[config.mk]
export PLATFORM = sky130hd
export DESIGN_NAME = bp_cfg_boot_sequencer
export DESIGN_NICKNAME = d
export VERILOG_FILES = /design/src/rtl/bp_cfg_boot_sequencer.sv
export SDC_FILE = /design/constraint.sdc
export NUM_CORES = 1
export LEC_CHECK = 0
export BUFFER_PORTS_ARGS = -buffer_cell sky130_fd_sc_hd__buf_2
export CORE_MARGIN = 5
export CORE_UTILIZATION = 45
export CTS_CLUSTER_SIZE = 20
export DETAILED_ROUTE_END_ITERATION = 7
export PLACE_DENSITY = 0.8
export SETUP_SLACK_MARGIN = 0.2
export SLEW_MARGIN = 40
export SYNTH_ARGS = -nofsm -noshare
export SYNTH_HDL_FRONTEND = slang
export SYNTH_SLANG_ARGS = --single-unit
[constraint.sdc]
create_clock -name clk_i -period 4.55 [get_ports clk_i]
set_clock_uncertainty 0.05 [all_clocks]
set_input_delay 1.1375 -clock clk_i [delete_from_list [all_inputs] [get_ports clk_i]]
set_output_delay 1.1375 -clock clk_i [all_outputs]
set_load 0.01 [all_outputs]
[src/rtl/bp_cfg_boot_sequencer.sv]
// bp_cfg_boot_sequencer
//   Post-reset configuration sequencer. For each core in turn it writes
//   FREEZE=1, CORE_ID, CCE_MODE and NPC over a valid/ready config command
//   port, then writes FREEZE=0 to every core, waits for all writes to be
//   acknowledged and reports done. A credit counter limits the number of
//   unacknowledged writes in flight.
//
// Ports
//   clk_i, reset_n_i   clock, asynchronous active-low reset
//   start_i            start pulse, honoured only when idle or done
//   npc_i, cce_mode_i  start PC and CCE mode, captured on an accepted start
//   cmd_v_o/cmd_ready_i/cmd_addr_o/cmd_data_o   config write command
//   ack_v_i            one write acknowledged
//   busy_o, done_o     sequence running / sequence complete and fully acked
//   err_o              sticky: ack seen with nothing outstanding
module bp_cfg_boot_sequencer #(
    parameter int num_core_p       = 2,
    parameter int vaddr_width_p    = 39,
    parameter int cfg_addr_width_p = 20,
    parameter int cfg_data_width_p = 64,
    parameter int max_credits_p    = 4
) (
    input  logic                        clk_i,
    input  logic                        reset_n_i,
    input  logic                        start_i,
    input  logic [vaddr_width_p-1:0]    npc_i,
    input  logic                        cce_mode_i,
    output logic                        cmd_v_o,
    input  logic                        cmd_ready_i,
    output logic [cfg_addr_width_p-1:0] cmd_addr_o,
    output logic [cfg_data_width_p-1:0] cmd_data_o,
    input  logic                        ack_v_i,
    output logic                        busy_o,
    output logic                        done_o,
    output logic                        err_o
);

    localparam int core_id_width_lp = (num_core_p > 1) ? $clog2(num_core_p) : 1;
    localparam int credit_width_lp  = $clog2(max_credits_p + 1);
    localparam int idx_pad_lp       = cfg_addr_width_p - 16;

    localparam logic [core_id_width_lp-1:0] last_core_lp   = core_id_width_lp'(num_core_p - 1);
    localparam logic [core_id_width_lp-1:0] core_one_lp    = core_id_width_lp'(1);
    localparam logic [credit_width_lp-1:0]  max_credits_lp = credit_width_lp'(max_credits_p);
    localparam logic [credit_width_lp-1:0]  credit_one_lp  = credit_width_lp'(1);

    localparam logic [15:0] off_freeze_lp   = 16'h0008;
    localparam logic [15:0] off_core_id_lp  = 16'h0010;
    localparam logic [15:0] off_cce_mode_lp = 16'h0018;
    localparam logic [15:0] off_npc_lp      = 16'h0020;

    // The "next core" decision is taken on the NPC handshake itself, so it
    // costs no cycle and needs no state of its own.
    typedef enum logic [3:0] {
        IDLE, FREEZE, CORE_ID, CCE_MODE, NPC, UNFREEZE, DRAIN, DONE
    } state_e;

    state_e                      state_r, state_n;
    logic [core_id_width_lp-1:0] core_idx_r, core_idx_n;
    logic [credit_width_lp-1:0]  credits_r, credits_n;
    logic                        err_r;
    logic                        ack_underflow;
    logic [vaddr_width_p-1:0]    npc_r;
    logic                        cce_mode_r;
    logic                        hs;
    logic                        start_ok;
    logic                        last_core;

    assign hs        = cmd_v_o & cmd_ready_i;
    assign start_ok  = start_i & ((state_r == IDLE) | (state_r == DONE));
    assign last_core = (core_idx_r == last_core_lp);

    // State register
    always_ff @(posedge clk_i or negedge reset_n_i) begin
        if (!reset_n_i) begin
            state_r    <= IDLE;
            core_idx_r <= '0;
            credits_r  <= '0;
            err_r      <= 1'b0;
        end else begin
            state_r    <= state_n;
            core_idx_r <= core_idx_n;
            credits_r  <= credits_n;
            err_r      <= err_r | ack_underflow;
        end
    end

    // Sequence parameters are plain data: captured on start, never reset.
    always_ff @(posedge clk_i) begin
        if (start_ok) begin
            npc_r      <= npc_i;
            cce_mode_r <= cce_mode_i;
        end
    end

    // Credit accounting. A handshake and an ack in the same cycle cancel,
    // including at zero outstanding (the ack covers the write just issued).
    always_comb begin
        credits_n     = credits_r;
        ack_underflow = 1'b0;
        if (hs && !ack_v_i) begin
            credits_n = credits_r + credit_one_lp;
        end else if (!hs && ack_v_i) begin
            if (credits_r == '0) begin
                ack_underflow = 1'b1;
            end else begin
                credits_n = credits_r - credit_one_lp;
            end
        end
    end

    // Next-state logic
    always_comb begin
        state_n    = state_r;
        core_idx_n = core_idx_r;
        case (state_r)
            IDLE, DONE: begin
                if (start_i) begin
                    state_n    = FREEZE;
                    core_idx_n = '0;
                end
            end
            FREEZE:   if (hs) state_n = CORE_ID;
            CORE_ID:  if (hs) state_n = CCE_MODE;
            CCE_MODE: if (hs) state_n = NPC;
            NPC: begin
                if (hs) begin
                    if (last_core) begin
                        core_idx_n = '0;
                        state_n    = UNFREEZE;
                    end else begin
                        core_idx_n = core_idx_r + core_one_lp;
                        state_n    = FREEZE;
                    end
                end
            end
            UNFREEZE: begin
                if (hs) begin
                    if (last_core) begin
                        core_idx_n = '0;
                        state_n    = DRAIN;
                    end else begin
                        core_idx_n = core_idx_r + core_one_lp;
                    end
                end
            end
            // Looking at the post-ack count lets the final ack and the move
            // to DONE share a cycle.
            DRAIN:    if (credits_n == '0) state_n = DONE;
            default:  state_n = IDLE;
        endcase
    end

    // Output logic
    always_comb begin
        cmd_v_o    = 1'b0;
        cmd_addr_o = '0;
        cmd_data_o = '0;
        case (state_r)
            FREEZE: begin
                cmd_addr_o = {idx_pad_lp'(core_idx_r), off_freeze_lp};
                cmd_data_o = cfg_data_width_p'(1);
            end
            CORE_ID: begin
                cmd_addr_o = {idx_pad_lp'(core_idx_r), off_core_id_lp};
                cmd_data_o = cfg_data_width_p'(core_idx_r);
            end
            CCE_MODE: begin
                cmd_addr_o = {idx_pad_lp'(core_idx_r), off_cce_mode_lp};
                cmd_data_o = cfg_data_width_p'(cce_mode_r);
            end
            NPC: begin
                cmd_addr_o = {idx_pad_lp'(core_idx_r), off_npc_lp};
                cmd_data_o = cfg_data_width_p'(npc_r);
            end
            UNFREEZE: begin
                cmd_addr_o = {idx_pad_lp'(core_idx_r), off_freeze_lp};
                cmd_data_o = '0;
            end
            default: begin
                cmd_addr_o = '0;
                cmd_data_o = '0;
            end
        endcase
        if ((state_r == FREEZE) || (state_r == CORE_ID) || (state_r == CCE_MODE) ||
            (state_r == NPC) || (state_r == UNFREEZE)) begin
            cmd_v_o = (credits_r < max_credits_lp);
        end
    end

    assign busy_o = (state_r != IDLE) && (state_r != DONE);
    assign done_o = (state_r == DONE);
    assign err_o  = err_r;

endmodule

# Yosys cells after proc, flatten, opt, wreduce, memory -nomap -nowiden
# Cells that the tools add are included.
[op_classes]
n_addsub = 3
n_lt_le_gt_ge = 1
n_eq_ne = 17
muxes = 23
bitwise = 4
n_reduce_logical = 19
[ops]
columns = ["cell", "n"]
rows = [
  ["case mux 39 bit (4 select lines)", 1],
  ["case mux 17 bit (4 select lines)", 1],
  ["two-way mux 4 bit", 8],
  ["case mux 4 bit (7 select lines)", 1],
  ["== test 4 x 3 -> 1 bit, second input constant", 4],
  ["!= test 2 bit, second input constant", 8],
  ["two-way mux 3 bit", 4],
  ["== test 4 x 2 -> 1 bit, second input constant", 2],
  ["AND reduction 8 bit", 1],
  ["two-way mux 1 bit", 7],
  ["logical NOT 3 bit", 2],
  ["OR reduction 2 bit", 3],
  ["== test 4 x 1 -> 1 bit, second input constant", 1],
  ["logical NOT 4 bit", 1],
  ["logical OR 1 bit", 4],
  ["!= test 4 x 3 -> 1 bit, second input constant", 1],
  ["nonzero test 4 bit", 1],
  ["adder 3 x 1 -> 3 bit, second input constant", 1],
  ["logical AND 1 bit", 3],
  ["< comparator 3 bit, second input constant", 1],
  ["AND reduction 3 bit", 1],
  ["subtractor 3 x 1 -> 3 bit, second input constant", 1],
  ["bitwise AND 1 bit", 2],
  ["logical NOT 1 bit", 2],
  ["5 further kinds", 6],
]
[word_totals]
regBits = 49
input_bits = 45
elab_cells = 73

# Longest topological paths before layout
# Gate-level depths: netlist of run 1.
[depth]
ltp_word = 14
mapped_depth = 8
ltp_nobuf = 7

# Worst setup path after synthesis of run 1
# OpenSTA, ideal clock, no wires.
[synth_path]
path_kind = "in2reg"
from = "input port start_i"
to = "register core_idx_r"
setup_time_ns = 0.222
arrival_ns = 3.200
slack_ns = 1.078
stages = 2
path_buffers = 0
path_cell_list = "nor2b_1 > o22ai_1"
[synth_between]
elab_chain_cells = 2
[synth_lines]
columns = ["element", "line_no", "source"]
rows = [
  ["start, declared", "25", "input logic start_i,"],
  ["!= test 2 bit (no line)", "--", ""],
  ["AND reduction 3 bit (no line)", "--", ""],
  ["end signal, assigned", "82", "core_idx_r <= core_idx_n;"],
  ["end, declared", "59", "logic [core_id_width_lp-1:0] core_idx_r, core_idx_n;"],
]
# Every way passes these cells.
# A chain may end at the register's enable or synchronous reset.

# Final worst setup path of run 1
[layout_path]
from = "register state_r[2]"
to = "output port cmd_data_o[10]"
[layout_between]
elab_chain_cells = 2
[layout_lines]
columns = ["element", "line_no", "source"]
rows = [
  ["start, declared", "58", "state_e state_r, state_n;"],
  ["start signal, assigned", "81", "state_r <= state_n;"],
  ["== test 4 x 3 -> 1 bit, or another cell as far along", "159", "case (state_r)"],
  ["case mux 39 bit (4 select lines) (*)", "159", ""],
  ["end, declared", "31", "output logic [cfg_data_width_p-1:0] cmd_data_o,"],
]
# Every way passes the cells marked *; elsewhere a longest branch is shown, timed or not.

==> results of run 1 <==
## stage by stage
step	utilization	hold slack, ns	setup WS [ns]
after global placement	0.519	0.401	1.90
after global routing	0.548	0.459	1.32
after CTS	0.548	0.430	1.49
after floorplan	-	0.462	1.08
final	0.548	0.429	1.49
after detailed placement	0.526	0.407	1.86
## worst max-delay path by stage
stage | cells after the start | slack (ns) | end | startpoint
final | 5 | 1.49 | cmd_data_o[10] | state_r[2]$_DFFE_PN0P_
after global routing | 5 | 1.32 | cmd_data_o[29] | state_r[2]$_DFFE_PN0P_
after CTS | 5 | 1.49 | cmd_data_o[20] | state_r[2]$_DFFE_PN0P_
after detailed placement | 5 | 1.86 | cmd_data_o[20] | state_r[2]$_DFFE_PN0P_
after global placement | 5 | 1.90 | cmd_data_o[10] | state_r[2]$_DFFE_PN0P_
after floorplan | 2 | 1.08 | core_idx_r$_DFFE_PN0P_ | start_i
## logic make-up (layout without fill, tap and decap cells)
group                    after synthesis  in the layout  share of synthesized area
AND/OR/NAND/NOR                       74             74                      0.176
AO/OA/AOI/OAI                         24             24                     0.0677
buffers and inverters                 56            107                      0.157
flip-flops                            48             48                      0.570
adder cells (fa/ha/maj)                3              3                     0.0153
XOR/XNOR                               1              1                    0.00356
multiplexers                           2              2                    0.00866
other                                  1             41                    0.00153
## flip-flops by register name, summed over array words and instances, names as in the netlist
register,cells
credits_r,3
core_idx_r,1
state_r,3
err_o,1
cce_mode_r,1
npc_r,39
## where the power goes
group / total, mW / switching, mW / internal [mW] / leakage (nW)
Sequential: 0.673 / 0.0749 / 0.598 / 0.461
Clock: 0.312 / 0.146 / 0.166 / 0.0548
Combinational: 0.479 / 0.271 / 0.208 / 0.872
Total: 1.46 / 0.493 / 0.971 / 1.39
## placed cells by master (no fill, tap or decap), drive strengths merged
cell type,Yosys,layout
inv,5,6
a21boi,2,2
o21ai,3,3
a41o,1,1
nor3,3,3
mux2,1,1
and2,40,40
clkinvlp,0,1
mux2i,1,1
nor2b,6,6
dfrtp,8,8
a311oi,2,2
nand3,2,2
buf,44,94
a31o,1,1
bufinv,0,1
a21oi,4,4
conb,1,41
nor2,5,5
and4,1,1
ha,3,3
nand2,9,9
a211oi,3,3
and3,2,2
or3,3,3
nor4b,1,1
o22ai,2,2
edfxtp,40,40
clkbuf,7,5
xnor2,1,1
a31oi,5,5
o32ai,1,1
nand2b,2,2
## cell usage after synthesis (all sizes together), types with 2 or more instances
cell and instances:
o22ai 2, a21boi 2, a211oi 3, nand3 2, or3 3, o21ai 3
buf 44, nor2 5, a311oi 2, nor2b 6, nand2b 2, a31oi 5
dfrtp 8, and2 40, a21oi 4, edfxtp 40, clkbuf 7, inv 5
nor3 3, and3 2, nand2 9, ha 3
## metal layers
metal / vias up / wire length [µm] / GRT usage
met5: - / 0 / 0
met4: 0 / 68 / 0.0482
met3: 6 / 645 / 0.0612
met2: 100 / 2300 / 0.239
met1: 749 / 1870 / 0.152
li1: 817 / - / -
## final cells by class
cell class	instances	area [µm²]
fill	468	2440
multi-input combinational	145	830
timing repair buffer	94	505
clock buffer	5	68.8
clock inverter	3	46.3
tap	72	90.1
sequential	48	1400
inverter	5	18.8
==> impl_results.md, run 1 <==
* Post-synth EDFFs at 40
* Port bufs at 91
* Sequential share of the synthesized area at 0.570
* Initial Util at 0.455
* Final cell count without fillers at around 370
* Hold path cells at 1
* HP Start: err_o$_DFF_PN0_
* Core outline area at roughly 5400 µm²
* CP delay by family, top: flip-flops
* CTS Hold Bufs at 0
* Die Ht at 83.9 µm
* Clk slew on worst S/H paths at approximately 0.090 ns
* Synth top area share at 0.489
* Worst-path cell chain: nand2b_1 > nor2_2 > buf_4 > and2_1 > buf_2
* # diodes at 0
* I/O pins at 133
* R2r setup slk at between 2 and 3 ns
* Worst path required time at around 3.4 ns
* Status: complete, no violations
* Vias in the first global route at approximately 1,600
* Count of final max-slew check failures at 0
* Clock root buffer: clkbuf_8
* DRT iter0 DRCs at 21
* CTS H-tree lvls at 2
* Die width at 83.9 µm
* Main synth FF type: edfxtp_1
* Largest net degree at the start of global routing at 40
* Post-route ant nets at 0
* Worst setup path class: reg2out
* Gpl congestion at 0.721
* FF-to-FF path depth at 5
* Unrepaired setup endpoints after global routing: false
* Post-Syn Instances at 209
* DIE AREA at 7040 µm²
* PD cells at 495 nW/µm²
* Critical path startpoint category: flop
* Drt pass-1 iters at 4
* Reg2reg start: state_r[0]$_DFFE_PN0P_
* Final-report hold violation count at 0
* Final TNS setup at 0 ns
* Fin crit share at 0.672
* Area leader, netlist: edfxtp_1
* Hpwl dp at 3.70 mm
* Post-CTS Setup Bufs at 0
* Drt wl/cell at 13.1 µm
* Minimum clock period at 3.06 ns
* Delay of the slowest critical-path stage at 0.65 ns
* CTS Buffer Depth at 2
* Layout cell share with drive strength beyond 1 at 0.360
* Worst skew pair latency at 0.30 ns
* Vias/cell at approximately 4.5
* Placed Area at roughly 2800 µm²
* Power Total at 1.46 mW
* Hold/Removal Path Class: reg2reg
* Hold path endpoint: err_o$_DFF_PN0_
* Max-Cap Viols at 0
* Syn avg cell area at 11.8 µm²
* Worst ir drop on vdd at 0.339 mV
* CP endpoint kind: output port
* CP max FO at 39
* Antenna violations before repair at 0
* Global-route wire length before repair at 7.79 mm
* Nets@finish at 347
* GRT Residual Overflow at 0
* Detailed Route WL at 4.89 mm
* CP Buf/Inv Count at 2
* DRC at 0
* Final number of setup-violating endpoints at 0
* Num rows at 27
* CP arrival at 1.87 ns
* Cts repair resizes at 0
* Critical-path top delay cell: dfrtp_1
* Asr flop ratio synth at 0.167
* Synthesized cell area at ~2500 µm²
* Finished Cell Area at 2960 µm²
* Distinct cell type count after synthesis at 34
* P&R area growth vs syn at 20.5%
* Flops & latches, synth at 48
* Aggregate global-route resource usage at 0.139
* Achievable frequency at 0.327 GHz
* Total CTS buffers at 5
* Synth top area cells: edfxtp_1, buf_4, and2_1, dfrtp_1, ha_1
* CTS tree: done
* Dpl cells at 364
* Clk sink count at 48
* Warnings from Yosys at 0
* Detailed-route via count at 1,672
* RR Endpoint: state_r[0]$_DFFE_PN0P_
* Leakage power at approximately 1.4 nW
(Power assumes the default switching activity.)
==> run 2: changes to the inputs <==
--- a/config.mk
+++ b/config.mk
@@ -7,10 +7,10 @@
 export LEC_CHECK = 0
 export BUFFER_PORTS_ARGS = -buffer_cell sky130_fd_sc_hd__buf_2
 export CORE_MARGIN = 5
-export CORE_UTILIZATION = 45
+export CORE_UTILIZATION = 40
 export CTS_CLUSTER_SIZE = 20
 export DETAILED_ROUTE_END_ITERATION = 7
-export PLACE_DENSITY = 0.8
+export PLACE_DENSITY = 0.76
 export SETUP_SLACK_MARGIN = 0.2
 export SLEW_MARGIN = 40
 export SYNTH_ARGS = -nofsm -noshare
==> constraint.sdc (replaced) <==
create_clock -name clk_i -period 2.6 [get_ports clk_i]
set_clock_uncertainty 0.05 [all_clocks]
set_input_delay 0.65 -clock clk_i [delete_from_list [all_inputs] [get_ports clk_i]]
set_output_delay 0.65 -clock clk_i [all_outputs]
set_load 0.01 [all_outputs]
==> impl_results.md, run 2 (synthesis gave the netlist of run 1 again) <==
* Status: complete, no violations
* DIE AREA at 7810 µm² (+11%)
* Worst path required time at 1.90 ns (-1.46 ns)
* P&R area growth vs syn at 22.6%
* CTS H-tree lvls at 2 (unchanged)
* FF-to-FF path depth at 6 (+1)
* Clk slew on worst S/H paths at 0.08 ns (about the same)
* Detailed-route via count at 1,685 (+0.78%)
* Final number of setup-violating endpoints at 0 (unchanged)
* Placed Area at 2830 µm² (-0.40%)
* Hold/Removal Path Class: in2async
* Port bufs at 91 (unchanged)
* DRC at 0 (unchanged)
* DRT iter0 DRCs at 60 (+190%)
* CP max FO at 15 (-62%)
* Top flop regs: npc_r x39, credits_r x3, state_r x3
* CTS Hold Bufs at 0 (unchanged)
* Worst ir drop on vdd at 0.462 mV (+36%)
* I/O pins at 133 (unchanged)
* Hold slack at 0.139 ns (-0.290 ns)
* RR Endpoint: state_r[0]$_DFFE_PN0P_
* Initial Util at 0.413 (-0.0420)
* Vias in the first global route at 1,555 (-5.2%)
* CP arrival at 1.59 ns (-0.28 ns)
* Reg2reg start: state_r[1]$_DFFE_PN0P_
* Multi-input gate area at 830 µm² (unchanged)
* Vias/cell at 4.45 (-1.1%)
* Aggregate global-route resource usage at 0.118 (-0.0210)
* Max-Cap Viols at 0 (unchanged)
* Count of final max-slew check failures at 0 (unchanged)
* Largest net degree at the start of global routing at 42 (+5.0%)
* Power Total at 2.66 mW (+82%)
* Worst setup path class: reg2out
* Post-route ant nets at 0 (unchanged)
* Max FFs per register at 39 (unchanged)
* Die Ht at 88.4 µm (+5.3%)
* # fillers at 512 (+9.4%)
* Global-route wire length before repair at 7.09 mm (-9.0%)
* Nets@finish at 351 (+1.2%)
* Final TNS setup at 0 ns (unchanged)
* Drt wl/cell at 12.7 µm (-3.3%)
* Hpwl dp at 3.64 mm (-1.5%)
* R2r setup slk at 0.49 ns (-2.02 ns)
* Most common cell after layout, fill and taps aside: buf_2
* Antenna violations before repair at 0 (unchanged)
* Fin util at 0.506 (-0.0420)
* GRT Residual Overflow at 0 (unchanged)
* Unrepaired setup endpoints after global routing: false
* # diodes at 0 (unchanged)
* Minimum clock period at 2.29 ns
* CTS Buffer Depth at 2 (unchanged)
* Storage element area at 1400 µm² (+0.18%)
* Finished Cell Area at 3010 µm² (+1.7%)
* Detailed Route WL at 4.82 mm (-1.4%)
* Reg with most FFs: npc_r
* Clk sink count at 48 (unchanged)
* Worst skew pair latency at 0.29 ns (about the same)
* Gpl congestion at 0.718 (-0.32%)
* Drt pass-1 iters at 4 (unchanged)
* Core outline area at 5960 µm² (+10%)
* Critical path startpoint category: flop
* Most frequent cells in the layout: buf_2, conb_1, and2_1, edfxtp_1, nand2_1
* CP endpoint kind: output port
* Die width at 88.4 µm (+5.3%)
* Achievable frequency at between 0.4 and 0.5 GHz
* Layout cell share with drive strength beyond 1 at 0.375 (+0.0150)
* Leakage power at 1.42 nW (+2.1%)
* PD cells at 885 nW/µm² (+79%)
* Final-report hold violation count at 0 (unchanged)
* Total CTS buffers at 5 (unchanged)
* Clock root buffer: clkbuf_8
* Num rows at 28 (+3.7%)
* Fin crit share at 0.882
* CTS tree: done
[run 2: cell types whose count changed in the layout (fill, tap and decap cells not counted)]
cell / delta
dfrtp_2: +2
buf_16: -1
clkinvlp_4: -1
buf_4: +4
bufinv_16: +1
dfrtp_1: -2
buf_12: +1
[run 2: how the worst max path moves through the flow]
stage,startpoint,slack (ns),endpoint
2_1_floorplan,state_r[1]$_DFFE_PN0P_,0.47,cce_mode_r$_DFFE_PP_
3_3_place_gp,state_r[2]$_DFFE_PN0P_,0.48,cmd_data_o[21]
3_5_place_dp,state_r[2]$_DFFE_PN0P_,0.44,cmd_data_o[21]
4_1_cts,state_r[1]$_DFFE_PN0P_,0.20,cmd_data_o[21]
5_1_grt,state_r[0]$_DFFE_PN0P_,0.20,cmd_data_o[0]
6_report,state_r[0]$_DFFE_PN0P_,0.31,cmd_data_o[0]
[run 2: where the power goes]
part	switching (mW)	total, mW	internal, mW
registers	0.103	1.15	1.05
clock network	0.248	0.635	0.387
logic	0.500	0.875	0.375
total	0.852	2.66	1.81
[run 2: through the flow]
| step | setup WS, ns | cells |
|---|---|---|
| after floorplan | 0.469 | 249 |
| after global placement | 0.478 | 367 |
| after detailed placement | 0.441 | 367 |
| after CTS | 0.202 | 375 |
| after global routing | 0.202 | 379 |
| final | 0.308 | 379 |
[run 2: layer usage]
layer  vias up  global-route usage  wire length, µm
li1        819                   -                -
met1       773               0.137             1800
met2        88               0.190             2350
met3         5              0.0568              623
met4         0              0.0412               55
met5         -                   0                0
[run 2: worst max-delay path, stage by stage (launching register included)]
cell and delay, ns:
dfrtp_1 0.62, mux2_2 0.39, o22ai_1 0.13, buf_2 0.16
[run 2: repair_timing]
item | CTS | global route
endpoints found under the setup margin | 27 | 29
gates resized for setup | 2 | 2
gates cloned | 0 | 0
hold endpoints to repair | 0 | 0
setup buffers | 0 | 4
[run 2: area by class of cell]
class,instances,share of cell area
flip-flops and latches,48,0.466
multi-input cells,145,0.275
repair buffers,98,0.175
well taps,75,0.0312
clock buffers,5,0.0229
clock inverters,3,0.0229
inverters,5,0.00623
==> run 3: changes to the inputs <==
--- a/config.mk
+++ b/config.mk
@@ -6,11 +6,12 @@
 export NUM_CORES = 1
 export LEC_CHECK = 0
 export BUFFER_PORTS_ARGS = -buffer_cell sky130_fd_sc_hd__buf_2
+export CORE_ASPECT_RATIO = 1.1
 export CORE_MARGIN = 5
 export CORE_UTILIZATION = 40
 export CTS_CLUSTER_SIZE = 20
 export DETAILED_ROUTE_END_ITERATION = 7
-export PLACE_DENSITY = 0.76
+export PLACE_DENSITY = 0.74
 export SETUP_SLACK_MARGIN = 0.2
 export SLEW_MARGIN = 40
 export SYNTH_ARGS = -nofsm -noshare
==> constraint.sdc (replaced) <==
create_clock -name clk_i -period 2.6 [get_ports clk_i]
set_clock_uncertainty 0.05 [all_clocks]
set_input_delay 0.26 -clock clk_i [delete_from_list [all_inputs] [get_ports clk_i]]
set_output_delay 0.26 -clock clk_i [all_outputs]
set_load 0.01 [all_outputs]
==> impl_results.md, run 3 (synthesis gave the netlist of run 1 again) <==
* DRT iter0 DRCs at 77 (+28%)
* Gpl congestion at 0.804 (+12%)
* Num rows at 30 (+7.1%)
* CP arrival at 1.79 ns (+0.20 ns)
* # diodes at 0 (unchanged)
* Count of final max-slew check failures at 0 (unchanged)
* P&R area growth vs syn at 20.4%
* Achievable frequency at 0.477 GHz (+9.4%)
* Antenna violations before repair at 0 (unchanged)
* Leakage power at 1.38 nW (-2.5%)
* Critical path startpoint category: flop
* Die width at 84.7 µm (-4.1%)
* Initial Util at 0.404 (-0.00849)
* Worst ir drop on vdd at 0.370 mV (-20%)
* Switching portion of total power at 0.331 (+0.0117)
* Sequential share of power at 0.466 (+0.033)
* DRC at 0 (unchanged)
* Detailed Route WL at 4.62 mm (-4.1%)
* Worst path required time at 2.29 ns (+0.39 ns)
* Final number of setup-violating endpoints at 0 (unchanged)
* Post-route ant nets at 0 (unchanged)
* Core outline area at 6080 µm² (+2.1%)
* I/O pins at 133 (unchanged)
* Total CTS buffers at 5 (unchanged)
* Vias in the first global route at 1,570 (+0.96%)
* NetSw at 0.833 mW (-2.2%)
* Port bufs at 91 (unchanged)
* Hold/Removal Path Class: in2reg
* Global-route wire length before repair at 7.24 mm (+2.1%)
* Detailed-route via count at 1,640 (-2.7%)
* Minimum clock period at 2.10 ns (-0.197 ns)
* Vias/cell at 4.32 (-2.9%)
* Max-Cap Viols at 0 (unchanged)
* CTS H-tree lvls at 2 (unchanged)
* Cts repair resizes at 0 (-2)
* CTS tree: done
* Die Ht at 92.2 µm (+4.3%)
* CP max FO at 39 (+24)
* Status: complete, no violations
* CTS Buffer Depth at 2 (unchanged)
* Final-report hold violation count at 0 (unchanged)
* Most common cell after layout, fill and taps aside: buf_2
* Unrepaired setup endpoints after global routing: false
* Layout cell share with drive strength beyond 1 at 0.357 (-0.0183)
* Clk slew on worst S/H paths at 0.09 ns (about the same)
* Final cell count without fillers at 380 (+0.26%)
* Logic pwr share at 0.321 (-0.008)
* DIE AREA at 7810 µm² (about the same)
* PD cells at 850 nW/µm² (-3.9%)
* Pint at 1.68 mW (-7.2%)
* Most frequent cells in the layout: buf_2, conb_1, and2_1, edfxtp_1, nand2_1
* Post-CTS Setup Bufs at 0 (unchanged)
* Dpl cells at 371 (+1.1%)
* Worst setup path class: reg2out
* GRT Residual Overflow at 0 (unchanged)
* Max FFs per register at 39 (unchanged)
* Reg with most FFs: npc_r
* Final TNS setup at 0 ns (unchanged)
* # fillers at 560 (+9.4%)
* CP endpoint kind: output port
* Fin crit share at 0.806 (-0.0758)
* Aggregate global-route resource usage at 0.116 (-0.00181)
* Clock power frac at 0.214 (-0.024)
* Nets@finish at 347 (-1.1%)
* Clk sink count at 48 (unchanged)
* Drt pass-1 iters at 4 (unchanged)
* Drt wl/cell at 12.2 µm (-4.3%)
* Top flop regs: npc_r x39, credits_r x3, state_r x3
* Clock root buffer: clkbuf_8
* Largest net degree at the start of global routing at 42 (unchanged)
* Hpwl dp at 3.51 mm (-3.7%)
* Worst skew pair latency at 0.29 ns (about the same)
-- run 3: changes by cell type in the layout (fill, tap and decap cells not counted), sizes merged --
cell         before  now
bufinv            2    1
buf              98   93
clkinvlp          0    1
dlygate4sd3       0    1
-- run 3: final timing paths --
path / from / end / slack, ns / cells past startpoint
max: state_r[2]$_DFFE_PN0P_ / cmd_data_o[35] / 0.50 / 5
min: npc_i[3] / npc_r[3]$_DFFE_PP_ / 0.09 / 1
max reg2reg: state_r[0]$_DFFE_PN0P_ / state_r[0]$_DFFE_PN0P_ / 0.58 / 5
min reg2reg: err_o$_DFF_PN0_ / err_o$_DFF_PN0_ / 0.43 / 1
max in group asynchronous: reset_n_i / credits_r[2]$_DFF_PN0_ / 2.02 / 2
min in group asynchronous: reset_n_i / state_r[2]$_DFFE_PN0P_ / 0.30 / 2
-- run 3: timing repair --
item,4_1_cts,5_1_grt
endpoints found under the setup margin,0,0
hold endpoints to repair,8,0
hold buffers,1,0
-- run 3: power groups by stage --
stage	combinational [mW]	sequential [mW]	clock (mW)
final	0.806	1.17	0.537
after global routing	0.908	1.20	0.602
after global placement	0.804	1.18	0
after CTS	0.820	1.17	0.563
after floorplan	0.685	1.12	0
after detailed placement	0.812	1.19	0
-- run 3: worst max-delay path, stage by stage (launching register included) --
cell and delay [ns]:
dfrtp_1 0.62, nand2b_1 0.17, nor2_2 0.10, buf_4 0.29, and2_1 0.18, buf_2 0.13
-- run 3: through the flow --
stage                     hold slack, ns  worst slack, ns   util  area [µm²]  power (mW)
final                             0.0863            0.505  0.486        2960        2.51
after floorplan                  -0.0856            0.469      -        2620        1.81
after global routing              0.0602            0.300  0.486        2960        2.71
after detailed placement          0.0697            0.614  0.466        2830        2.00
after global placement            0.0745            0.677  0.466        2830        1.98
after CTS                         0.0697            0.461  0.486        2960        2.56
-- run 3: final cells by class --
type	instances	area (µm²)	share of cell area
clock buffers	5	68.8	0.0233
clock inverters	3	46.3	0.0157
inverters	5	18.8	0.00635
multi-input cells	145	830	0.280
flip-flops and latches	48	1400	0.474
well taps	80	100	0.0338
repair buffers	94	493	0.167
-- run 3: per-layer routing --
layer  wire [µm]  share of wire  track usage
met5           0              0            0
met4          57          0.012       0.0396
met3         566           0.12       0.0467
met2        2300           0.50        0.198
met1        1700           0.37        0.130
